==> config.mk <==
export PLATFORM = sky130hd
export DESIGN_NAME = leaf_out_arbiter
export DESIGN_NICKNAME = d
export VERILOG_FILES = /design/src/rtl/leaf_out_arbiter.sv
export SDC_FILE = /design/constraint.sdc
export NUM_CORES = 1
export LEC_CHECK = 0
export BUFFER_PORTS_ARGS = -buffer_cell sky130_fd_sc_hd__buf_2
export CORE_MARGIN = 1
export CORE_UTILIZATION = 51
export DETAILED_ROUTE_END_ITERATION = 8
export GPL_ROUTABILITY_DRIVEN = 1
export HOLD_SLACK_MARGIN = 0.05
export PLACE_DENSITY_LB_ADDON = 0.08
export SETUP_SLACK_MARGIN = 0.2
export SLEW_MARGIN = 30
export SYNTH_ARGS = -nofsm -noshare
export SYNTH_HDL_FRONTEND = slang
export SYNTH_SLANG_ARGS = --single-unit
export TNS_END_PERCENT = 100
==> constraint.sdc <==
create_clock -name clk -period 4.6 [get_ports clk]
set_clock_uncertainty 0.1 [all_clocks]
set_input_delay 1.38 -clock clk [delete_from_list [all_inputs] [get_ports clk]]
set_output_delay 1.38 -clock clk [all_outputs]
set_load 0.02 [all_outputs]
==> src/rtl/leaf_out_arbiter.sv <==
// leaf_out_arbiter: credit-based round-robin scheduler that merges the user
// output streams of a leaf page onto the single leaf-to-BFT packet output.
// Optional feature macro: LEAF_ARB_CREDIT_EN (per-port credit counters).
module leaf_out_arbiter #(
   parameter int unsigned PACKET_BITS           = 49,
   parameter int unsigned PAYLOAD_BITS          = 32,
   parameter int unsigned NUM_LEAF_BITS         = 5,
   parameter int unsigned NUM_PORT_BITS         = 4,
   parameter int unsigned NUM_ADDR_BITS         = 7,
   parameter int unsigned NUM_OUT_PORTS         = 3,
   parameter int unsigned NUM_BRAM_ADDR_BITS    = 7,
   parameter int unsigned FREESPACE_UPDATE_SIZE = 64
) (
   input  logic                                  clk,
   input  logic                                  reset,
   input  logic                                  ap_start,
   input  logic [NUM_OUT_PORTS*PAYLOAD_BITS-1:0] din_leaf_user2interface,
   input  logic [NUM_OUT_PORTS-1:0]              vld_user2interface,
   output logic [NUM_OUT_PORTS-1:0]              ack_interface2user,
   input  logic                                  cfg_wr_en,
   input  logic [2:0]                            cfg_port,
   input  logic [NUM_LEAF_BITS-1:0]              cfg_dest_leaf,
   input  logic [NUM_PORT_BITS-1:0]              cfg_dest_port,
   input  logic                                  credit_upd_vld,
   input  logic [2:0]                            credit_upd_port,
   output logic [PACKET_BITS-1:0]                dout_leaf_interface2bft,
   output logic                                  dout_vld,
   input  logic                                  dout_rdy
);

   typedef enum logic [0:0] {StIdle, StRun} state_e;

   state_e                   state_q, state_d;
   logic [NUM_OUT_PORTS-1:0] cfg_valid_q;
   logic [NUM_LEAF_BITS-1:0] dest_leaf_q [NUM_OUT_PORTS];
   logic [NUM_PORT_BITS-1:0] dest_port_q [NUM_OUT_PORTS];
   logic [NUM_ADDR_BITS-1:0] seq_addr_q  [NUM_OUT_PORTS];
   logic [2:0]               last_grant_q;
   logic [2:0]               grant_idx;
   logic                     found;
   logic [NUM_OUT_PORTS-1:0] credit_ok;
   logic [NUM_OUT_PORTS-1:0] eligible;
   logic [NUM_OUT_PORTS-1:0] grant;
   logic                     grant_en;
   logic                     can_load;
   logic                     xfer;
   logic [PACKET_BITS-1:0]   pkt_q, pkt_d;
   logic                     pkt_vld_q;

   // FSM state register
   always_ff @(posedge clk or posedge reset) begin
      if (reset) state_q <= StIdle;
      else       state_q <= state_d;
   end

   // FSM next state: ap_start level gates arbitration
   always_comb begin
      state_d = state_q;
      unique case (state_q)
         StIdle:  if (ap_start)  state_d = StRun;
         StRun:   if (!ap_start) state_d = StIdle;
         default: state_d = StIdle;
      endcase
   end

   // A new word may enter the output register only if it is empty or draining now
   assign grant_en = (state_q == StRun);
   assign can_load = !pkt_vld_q || dout_rdy;
   assign eligible = vld_user2interface & cfg_valid_q & credit_ok;

   // Round-robin pick: first eligible port at distance 1..N after the last grant
   always_comb begin
      grant     = '0;
      grant_idx = last_grant_q;
      found     = 1'b0;
      if (grant_en && can_load) begin
         for (int k = 1; k <= int'(NUM_OUT_PORTS); k++) begin
            for (int i = 0; i < int'(NUM_OUT_PORTS); i++) begin
               if (!found && eligible[i] &&
                   ((int'(last_grant_q) + k == i) ||
                    (int'(last_grant_q) + k == i + int'(NUM_OUT_PORTS)))) begin
                  found     = 1'b1;
                  grant[i]  = 1'b1;
                  grant_idx = 3'(i);
               end
            end
         end
      end
   end

   assign ack_interface2user = grant;
   assign xfer               = |(grant & vld_user2interface);

   // Packet assembly for the granted port
   always_comb begin
      pkt_d = pkt_q;
      for (int i = 0; i < int'(NUM_OUT_PORTS); i++) begin
         if (grant[i]) begin
            pkt_d = {1'b1, dest_leaf_q[i], dest_port_q[i], seq_addr_q[i],
                     din_leaf_user2interface[i*PAYLOAD_BITS +: PAYLOAD_BITS]};
         end
      end
   end

   // Output register: holds the packet stable until dout_rdy
   always_ff @(posedge clk or posedge reset) begin
      if (reset) begin
         pkt_q     <= '0;
         pkt_vld_q <= 1'b0;
      end else if (xfer) begin
         pkt_q     <= pkt_d;
         pkt_vld_q <= 1'b1;
      end else if (dout_rdy) begin
         pkt_vld_q <= 1'b0;
      end
   end

   assign dout_leaf_interface2bft = pkt_q;
   assign dout_vld                = pkt_vld_q;

   // Per-port destination table, sequence counters and round-robin pointer
   always_ff @(posedge clk or posedge reset) begin
      if (reset) begin
         cfg_valid_q  <= '0;
         last_grant_q <= 3'(NUM_OUT_PORTS - 1);
         for (int i = 0; i < int'(NUM_OUT_PORTS); i++) begin
            dest_leaf_q[i] <= '0;
            dest_port_q[i] <= '0;
            seq_addr_q[i]  <= '0;
         end
      end else begin
         if (xfer) last_grant_q <= grant_idx;
         for (int i = 0; i < int'(NUM_OUT_PORTS); i++) begin
            // Out-of-range cfg_port never matches any i, so it is dropped
            if (cfg_wr_en && (cfg_port == 3'(i))) begin
               cfg_valid_q[i] <= 1'b1;
               dest_leaf_q[i] <= cfg_dest_leaf;
               dest_port_q[i] <= cfg_dest_port;
            end
            if (grant[i]) seq_addr_q[i] <= seq_addr_q[i] + 1'b1;
         end
      end
   end

`ifdef LEAF_ARB_CREDIT_EN
   localparam int unsigned CreditW = NUM_BRAM_ADDR_BITS + 1;
   localparam logic [CreditW:0] CreditMax = (CreditW+1)'(1 << NUM_BRAM_ADDR_BITS);
   localparam logic [CreditW:0] UpdAmt    = (CreditW+1)'(FREESPACE_UPDATE_SIZE);

   logic [CreditW-1:0] credit_q   [NUM_OUT_PORTS];
   logic [CreditW:0]   credit_sum [NUM_OUT_PORTS];

   // Credit next value: one extra bit so decrement+update can exceed max before saturating
   always_comb begin
      for (int i = 0; i < int'(NUM_OUT_PORTS); i++) begin
         credit_sum[i] = {1'b0, credit_q[i]} - {{CreditW{1'b0}}, grant[i]} +
                         ((credit_upd_vld && (credit_upd_port == 3'(i))) ? UpdAmt : '0);
         if (credit_sum[i] > CreditMax) credit_sum[i] = CreditMax;
         credit_ok[i] = (credit_q[i] != '0);
      end
   end

   // Credit counters mirror free space in the destination buffers
   always_ff @(posedge clk or posedge reset) begin
      if (reset) begin
         for (int i = 0; i < int'(NUM_OUT_PORTS); i++) credit_q[i] <= CreditMax[CreditW-1:0];
      end else begin
         for (int i = 0; i < int'(NUM_OUT_PORTS); i++) credit_q[i] <= credit_sum[i][CreditW-1:0];
      end
   end
`else
   logic unused_credit;

   assign credit_ok     = '1;
   assign unused_credit = ^{credit_upd_vld, credit_upd_port};
`endif

endmodule

# ---- After elaboration in Yosys (flattened, before gate mapping)
# Cells that the tools add are included.
dict set report totals {
  word_cells 131
  ff_bits 105
  out_inout_bits 53
}
dict set report classes {
  addsub 6
  reduce_logical 50
  eq_ne 17
  n_bitwise 2
  mux 40
}
# op n
set ops {}
lappend ops {{$eq A32 B3 Y1 const B} 6}
lappend ops {{$mux W49} 3}
lappend ops {{$eq A32 B2 Y1 const B} 3}
lappend ops {{$eq A32 B4 Y1 const B} 3}
lappend ops {{$logic_not A32 Y1} 3}
lappend ops {{$mux W3} 10}
lappend ops {{$mux W1} 27}
lappend ops {{$add A7 B1 Y7 const B} 3}
lappend ops {{$logic_and A1 B1 Y1} 21}
lappend ops {{$eq A4 B3 Y1 const B} 3}
lappend ops {{$logic_or A1 B1 Y1} 10}
lappend ops {{$logic_not A1 Y1} 9}
lappend ops {{$reduce_bool A9 Y1} 1}
lappend ops {{$add A3 B2 Y4 const B} 2}
lappend ops {{$and A3 B3 Y3} 2}
lappend ops {{$add A3 B1 Y4 const B} 1}
lappend ops {{$eq A3 B1 Y1 const B} 1}
lappend ops {{$eq A3 B2 Y1 const B} 1}
lappend ops {{$logic_not A3 Y1} 1}
lappend ops {{$reduce_and A3 Y1} 1}
lappend ops {{$reduce_bool A3 Y1} 1}
lappend ops {{$reduce_or A3 Y1} 1}
lappend ops {{$reduce_and A2 Y1} 1}
lappend ops {{$reduce_bool A2 Y1} 1}

# ---- Longest topological paths before layout
# Gate-level depths: netlist (run 1).
dict set report depth {
  word_depth 49
  depth_mapped 11
  ltp_nobuf 7
}

# ---- Worst setup path before layout (run 1)
# OpenSTA, ideal clock, no wires.
dict set report synth_path {
  path_kind {input-to-output}
  start {in dout_rdy}
  end {out ack_interface2user[0]}
  n_path_buf 0
  slack_ps 610
  t_arrival_ps 2510
  cell_stages 5
  cell_sequence {nand2b_1 -> o2111ai_1 -> nor3b_1 -> nor2_1 -> inv_1}
}
dict set report synth_via {
  elab_chain_len 3
}
# element line_no
set synth_lines {}
lappend synth_lines {{start, declared} 28} ;# input logic dout_rdy
lappend synth_lines {{$logic_or A1 B1 Y1} 68} ;# assign can_load = !pkt_vld_q || dout_rdy;
lappend synth_lines {{$logic_and A1 B1 Y1} 76} ;# if (grant_en && can_load) begin
lappend synth_lines {{$mux W3} 76}
lappend synth_lines {{end, declared} 19} ;# output logic [NUM_OUT_PORTS-1:0] ack_interface2user,
# No other way between the ends.

# ---- Worst setup path after layout (run 1)
dict set report layout_path {
  start {in vld_user2interface[1]}
  end {out ack_interface2user[0]}
}
dict set report layout_via {
  elab_chain_len 30
  elab_cells_between_ends 31
}
# element line_no
set layout_lines {}
lappend layout_lines {{start, declared} 18} ;# input logic [NUM_OUT_PORTS-1:0] vld_user2interface,
lappend layout_lines {{$and A3 B3 Y3 (*)} 69} ;# assign eligible = vld_user2interface & cfg_valid_q & credit_ok;
lappend layout_lines {{$logic_and A1 B1 Y1 (2 in series)} 79} ;# if (!found && eligible[i] &&
lappend layout_lines {{$mux W1} 79}
lappend layout_lines {{$mux W1} 76}
lappend layout_lines {{$logic_not A1 Y1} 79}
lappend layout_lines {{$logic_and A1 B1 Y1 (2 in series)} 79}
lappend layout_lines {{$mux W1} 79}
lappend layout_lines {{$mux W1} 76}
lappend layout_lines {{(+10 left out)} n/a}
lappend layout_lines {{$logic_not A1 Y1} 79}
lappend layout_lines {{$logic_and A1 B1 Y1 (2 in series)} 79}
lappend layout_lines {{$mux W1} 79}
lappend layout_lines {{$mux W1} 76}
lappend layout_lines {{$logic_not A1 Y1} 79}
lappend layout_lines {{$logic_and A1 B1 Y1 (2 in series)} 79}
lappend layout_lines {{$mux W1 (*)} 79}
lappend layout_lines {{$mux W3 (*)} 76}
# Every way passes the cells marked *; elsewhere a longest branch is shown, timed or not. The select of a mux whose other input is x is not followed.

==> metrics.md, run 1 <==
| Metric | Value |
|---|---|
| Slew @ Worst Pin | `0.957 ns` |
| Hold Path Depth | `1` |
| Power Total | `4.11 mW` |
| VDD IR max | `0.357 mV` |
| All-Layer GR Usage | `25.3%` |
| Average routed wire per standard cell | `17.2 um` |
| Slowest stage cell, crit path | `o2111ai_1` |
| Clock tree from TritonCTS | `yes` |
| Unrepaired setup endpoints after global routing | `false` |
| Cell Chain, Critical Path | `buf_2 -> nand2_1 -> o2111ai_1 -> nor3b_1 -> buf_4 -> nor2_1 -> inv_1 -> buf_2` |
| Die Y | `104 um` |
| Synth Area in Compound Gates | `12.8%` |
| FP Rows | `36` |
| Crit-path max FO | `6` |
| Post-Synth Adder-Cell Area | `1.41%` |
| Post-synthesis sequential area ratio | `48.8%` |
| Slowest stage delay, CP | `0.42 ns` |
| CTS Hold Bufs | `0` |
| Fill cells | `771` |
| Syn nets | `589` |
| Final #Nets | `744` |
| Vias per cell | `5.71` |
| Drt initial violations | `173` |
| Post_cts resized | `0` |
| Arr. time, crit path | `2.76 ns` |
| Die area | `0.0109 mm2` |
| Status | `complete, no violations` |
| Number of flops mapped to enable cells by yosys | `0` |
| Clock transition at path regs | `0.09 ns` |
| Number of antenna violations at the first check in global routing | `0` |
| Max-Cap Viols | `0` |
| Pre-CTS worst setup slack | `0.384 ns` |
| Vias in the first global route | `4423` |
| Crit Path Category | `primary input to primary output` |
| Placed insts | `740` |
| Placed cell area | `0.00629 mm2` |
| Clock sinks | `104` |
| Req. time, crit path | `3.12 ns` |
| Global-route wire length before repair | `21700 um` |
| Dominant synthesized flop cell | `dfrtp_1` |
| Final worst setup slack | `0.365 ns` |
| Slew Limit Fails | `0` |
| Worst-case reg-to-reg path depth | `8` |
| Largest net degree at the start of global routing | `63` |
| DRC | `0` |
| H-tree depth | `3` |
| CTS root buf | `clkbuf_8` |
| Async S/R FF share, synth | `100%` |
| Post-synth top area share | `48.3%` |
| Yosys cell types | `45` |
| Fin Setup TNS | `0 ns` |
| Starting Density | `53.6%` |
| Post-DP HPWL | `8710 um` |
| Routed via count | `4319` |
| Gate Count Post-Synth | `463` |
| Synth top area cells | `dfrtp_1, nor3_1, mux2i_1` |
| Most frequent CP cell | `buf_2` |
| Post-route insts no fill | `756` |
| Hold Fails Final Rpt | `0` |
| PortBufs | `168` |
| Mux contribution to synthesized area | `15.3%` |
| Worst setup EP type | `primary output` |
| I/O Pins | `173` |
| Number of post-CTS setup repair buffers | `0` |
| Clock Tree Buf Depth | `2` |
| XOR/XNOR share of the synthesized area | `2.95%` |
| #FFs+latches synth | `104` |
| Largest family of logic cells by synthesized area | `multiplexers` |
| Post-layout util | `65.5%` |
| Startpoint Class | `primary input` |
| Pwr Density | `630 mW/mm2` |
| Rel. slew slack | `36.2%` |
| Syn-to-layout area delta | `22.3%` |
| Synthesized area | `0.00534 mm2` |
| CORE AREA | `0.00995 mm2` |
| Die width | `104 um` |
| Post-DRT Antenna Nets | `0` |
| Yosys top cell by area | `dfrtp_1` |
| Yosys warnings | `0` |
| Avg Cell Area, Syn | `11.5 um2` |
| HP Class | `register to register` |
| Worst-skew pair later-pin latency | `0.37 ns` |
| Hold WS | `0.378 ns` |
| CTS buffer count | `9` |
| Top achievable clock speed | `236 MHz` |
| Final setup viols | `0` |
| Post-route cell area | `0.00652 mm2` |
| Final min period | `4.24 ns` |
| Gpl congestion | `0.793` |
| Grt ovf | `0` |
| Final WL | `13000 um` |
| Simple-gate portion of the synthesized area | `14.4%` |
| Static leakage | `2.73 nW` |
| Fin crit share | `92.1%` |
| Antenna diodes | `0` |
| Layout cells sized above 1 | `43.5%` |
| DRT Pass-1 Iters | `4` |
-- report_power, final --
| group | switching [mW] | internal (mW) | total [mW] |
|---|---|---|---|
| Combinational | 1.20 | 0.782 | 1.98 |
| Clock | 0.319 | 0.340 | 0.659 |
| Sequential | 0.216 | 1.25 | 1.47 |
| Total | 1.74 | 2.37 | 4.11 |
-- worst max-delay path, delay by kind of cell --
kind	cells	cell delay (ns)
AND/OR/NAND/NOR	3	0.44
buffers and inverters	4	0.51
AO/OA/AOI/OAI	1	0.42
-- cell usage in the layout (no fill, tap or decap), drive strengths merged, types with 2 or more instances in the layout --
master / synthesis / final
and3: 3 / 3
nor3: 100 / 100
o2111ai: 5 / 5
nand3b: 2 / 2
o21ai: 3 / 3
nor2: 4 / 4
xnor2: 12 / 12
mux2i: 48 / 48
inv: 9 / 11
bufinv: 0 / 2
o22ai: 2 / 2
ha: 6 / 6
and2: 4 / 4
a21oi: 3 / 3
clkbuf: 22 / 11
nor4bb: 2 / 2
nand2: 6 / 6
dfrtp: 103 / 103
nand4: 7 / 7
xor2: 6 / 6
a22oi: 2 / 2
a211oi: 48 / 48
or2: 4 / 4
nand3: 5 / 5
nor4: 2 / 2
buf: 14 / 180
mux2: 30 / 30
-- path summary, 6_finish.rpt --
check	start	endpoint	slack (ns)
max reg2reg	last_grant_q[1]	dout_leaf_interface2bft[15]	1.33
min reg2reg	dout_leaf_interface2bft[48]	dout_leaf_interface2bft[48]	0.38
max in group asynchronous	reset	dout_leaf_interface2bft[44]	2.56
min in group asynchronous	reset	dout_leaf_interface2bft[10]	1.06
min	dout_leaf_interface2bft[48]	dout_leaf_interface2bft[48]	0.38
max	vld_user2interface[1]	ack_interface2user[0]	0.36
-- cell families after synthesis --
logic type                 after synthesis
and+or+nand+nor                        144
DFF                                    104
muxes                                   78
AOI/OAI and AO/OA                       68
buffers and inverters                   45
xor gates and xnor gates                18
adders and majority gates                6
-- flip-flops by register name (all words and copies together) (netlist names) --
| signal | flops |
|---|---|
| seq_addr_q | 21 |
| grant_en | 1 |
| dout_vld | 1 |
| dest_leaf_q | 15 |
| last_grant_q | 2 |
| dest_port_q | 12 |
| cfg_valid_q | 3 |
| dout_leaf_interface2bft | 49 |
-- cell usage after synthesis (all sizes together), types with 2 or more instances --
| cell type | number |
|---|---|
| nand4 | 7 |
| a22oi | 2 |
| buf | 14 |
| or2 | 4 |
| a21oi | 3 |
| nand3b | 2 |
| o21ai | 3 |
| ha | 6 |
| clkbuf | 22 |
| dfrtp | 103 |
| mux2 | 30 |
| xor2 | 6 |
| nand2 | 6 |
| o22ai | 2 |
| nor4 | 2 |
| nor2 | 4 |
| and3 | 3 |
| inv | 9 |
| nor4bb | 2 |
| nand3 | 5 |
| xnor2 | 12 |
| mux2i | 48 |
| and2 | 4 |
| nor3 | 100 |
| a211oi | 48 |
| o2111ai | 5 |
-- per-layer routing --
layer | track usage, % | wire (um)
met5 | 0 | 0
met4 | 11.5 | 353
met1 | 30.6 | 5620
met2 | 43.1 | 6360
met3 | 5.39 | 673
-- final cells by class --
type                       count  area, um2  share of cell area (%)
sequential                   104       2600                    39.9
multi-input combinational    314       2540                    38.9
timing repair buffer         180        943                    14.5
tap                          133        166                    2.55
clock buffer                  11        151                    2.32
clock inverter                 5       85.1                    1.30
inverter                       9       36.3                   0.556
No activity file was read; power rests on OpenSTA's default activity.
==> run 2, diff against run 1 <==
--- a/config.mk
+++ b/config.mk
@@ -6,12 +6,12 @@
 export NUM_CORES = 1
 export LEC_CHECK = 0
 export BUFFER_PORTS_ARGS = -buffer_cell sky130_fd_sc_hd__buf_2
-export CORE_MARGIN = 1
+export CORE_MARGIN = 2
 export CORE_UTILIZATION = 51
 export DETAILED_ROUTE_END_ITERATION = 8
 export GPL_ROUTABILITY_DRIVEN = 1
 export HOLD_SLACK_MARGIN = 0.05
-export PLACE_DENSITY_LB_ADDON = 0.08
+export PLACE_DENSITY = 0.9
 export SETUP_SLACK_MARGIN = 0.2
 export SLEW_MARGIN = 30
 export SYNTH_ARGS = -nofsm -noshare
==> run 2 against run 1 <==
  * Cell area is 0.42% lower
  * Wire length hardly changed
  * Combinational power hardly changed
  * Worst setup slack worse by 0.018 ns
  * Non-clock buffer count is 2 higher
  * Sequential share of layout area is 0.17 points higher
  * Sequential power hardly changed
==> metrics.md, run 2 (synthesized netlist as in run 1, its figures left out) <==
| Metric | Value |
|---|---|
| Clock transition at path regs | `0.10 ns` |
| Grt ovf | `0` |
| Post-layout util | `63.5%` |
| I/O Pins | `173` |
| Global-route wire length before repair | `20800 um` |
| Drt initial violations | `325` |
| Clock Tree Buf Depth | `2` |
| Crit-path max FO | `6` |
| Slew @ Worst Pin | `0.919 ns` |
| Crit Path Category | `primary input to primary output` |
| Layout cells sized above 1 | `43.7%` |
| Rel. slew slack | `38.7%` |
| VDD IR max | `0.301 mV` |
| Max reg flops | `49` |
| Antenna diodes | `0` |
| Hold Fails Final Rpt | `0` |
| Top achievable clock speed | `235 MHz` |
| R2R Setup Slk | `1.34 ns` |
| Unrepaired setup endpoints after global routing | `false` |
| Max-Cap Viols | `0` |
| Pwr Density | `624 mW/mm2` |
| Status | `complete, no violations` |
| Starting Density | `52.2%` |
| Number of antenna violations at the first check in global routing | `0` |
| H-tree depth | `3` |
| Worst setup EP type | `primary output` |
| CTS root buf | `clkbuf_8` |
| Commonest non-fill, non-tap cells in the layout | `buf_2, dfrtp_1, nor3_1` |
| Slew Limit Fails | `0` |
| Post-DP HPWL | `9060 um` |
| PortBufs | `168` |
| Final #Nets | `746` |
| Req. time, crit path | `3.12 ns` |
| Routed via count | `4376` |
| Die width | `106 um` |
| Fin crit share | `92.5%` |
| Final min period | `4.25 ns` |
| Vias per cell | `5.75` |
| HP Class | `register to register` |
| Commonest non-fill, non-tap cell in the layout | `buf_2` |
| Startpoint Class | `primary input` |
| Post-DRT Antenna Nets | `0` |
| Clock sinks | `104` |
| Fin Setup TNS | `0 ns` |
| Post_cts resized | `0` |
| Largest net degree at the start of global routing | `57` |
| Arr. time, crit path | `2.77 ns` |
| Worst-skew pair later-pin latency | `0.37 ns` |
| CTS Hold Bufs | `0` |
| DRT Pass-1 Iters | `4` |
| Clock tree from TritonCTS | `yes` |
| Vias in the first global route | `4415` |
| FP Rows | `37` |
| Syn-to-layout area delta | `21.7%` |
| Gpl congestion | `0.895` |
| Final setup viols | `0` |
| DRC | `0` |
| Number of post-CTS setup repair buffers | `0` |
| All-Layer GR Usage | `23.0%` |
| Die Y | `106 um` |
| CORE AREA | `0.0102 mm2` |
| Final WL | `13000 um` |
| CTS buffer count | `9` |
| Die area | `0.0113 mm2` |
| Static leakage | `2.73 nW` |
| Fill cells | `799` |
| Average routed wire per standard cell | `17.1 um` |
## run 2: path summary, 6_finish.rpt
kind	cells after the start	startpoint	endpoint
worst max-delay path	7	dout_rdy	ack_interface2user[0]
worst min-delay path	1	dout_leaf_interface2bft[48]	dout_leaf_interface2bft[48]
worst max register to register	8	last_grant_q[1]	dout_leaf_interface2bft[32]
worst min register to register	1	dout_leaf_interface2bft[48]	dout_leaf_interface2bft[48]
max in group asynchronous	3	reset	dout_leaf_interface2bft[11]
min in group asynchronous	2	reset	dout_leaf_interface2bft[6]
## run 2: final cells by class
| cell class | count | area, um2 | area share (%) |
|---|---|---|---|
| clock buffers | 9 | 124 | 1.91 |
| clock inverters | 7 | 78.8 | 1.21 |
| inverters | 9 | 36.3 | 0.559 |
| multi-input cells | 314 | 2540 | 39.1 |
| flip-flops and latches | 104 | 2600 | 40.1 |
| well taps | 136 | 170 | 2.62 |
| repair buffers | 182 | 946 | 14.6 |
## run 2: metal layers
layer | up-vias | part of all wire, % | GRT usage [%] | routed length (um)
li1 | 2039 | - | - | -
met1 | 2170 | 41 | 29.0 | 5320
met2 | 158 | 51 | 40.0 | 6670
met3 | 9 | 7.1 | 4.54 | 925
met4 | 0 | 0.65 | 7.42 | 85
met5 | - | 0 | 0 | 0
## run 2: stage by stage
| step | setup WS [ns] | hold WS [ns] | std cells | power, mW | area (um2) |
|---|---|---|---|---|---|
| finish | 0.346 | 0.388 | 761 | 4.05 | 6500 |
| global route | 0.204 | 0.399 | 761 | 4.30 | 6500 |
| global placement | 0.453 | 0.357 | 745 | 3.39 | 6290 |
| detailed placement | 0.379 | 0.360 | 745 | 3.49 | 6290 |
| floorplan | 0.389 | 0.343 | 463 | 2.91 | 5340 |
| CTS | 0.374 | 0.387 | 761 | 4.08 | 6500 |
## run 2: report_power, final
group,switching [mW],internal (mW)
Combinational,1.21,0.782
Clock,0.334,0.258
Sequential,0.219,1.25
## run 2: critical path, stage by stage
cell       delay, ns
buf_2           0.07
nand2b_1        0.24
o2111ai_1       0.28
nor3b_1         0.39
nor2_1          0.14
inv_1           0.10
buf_2           0.16
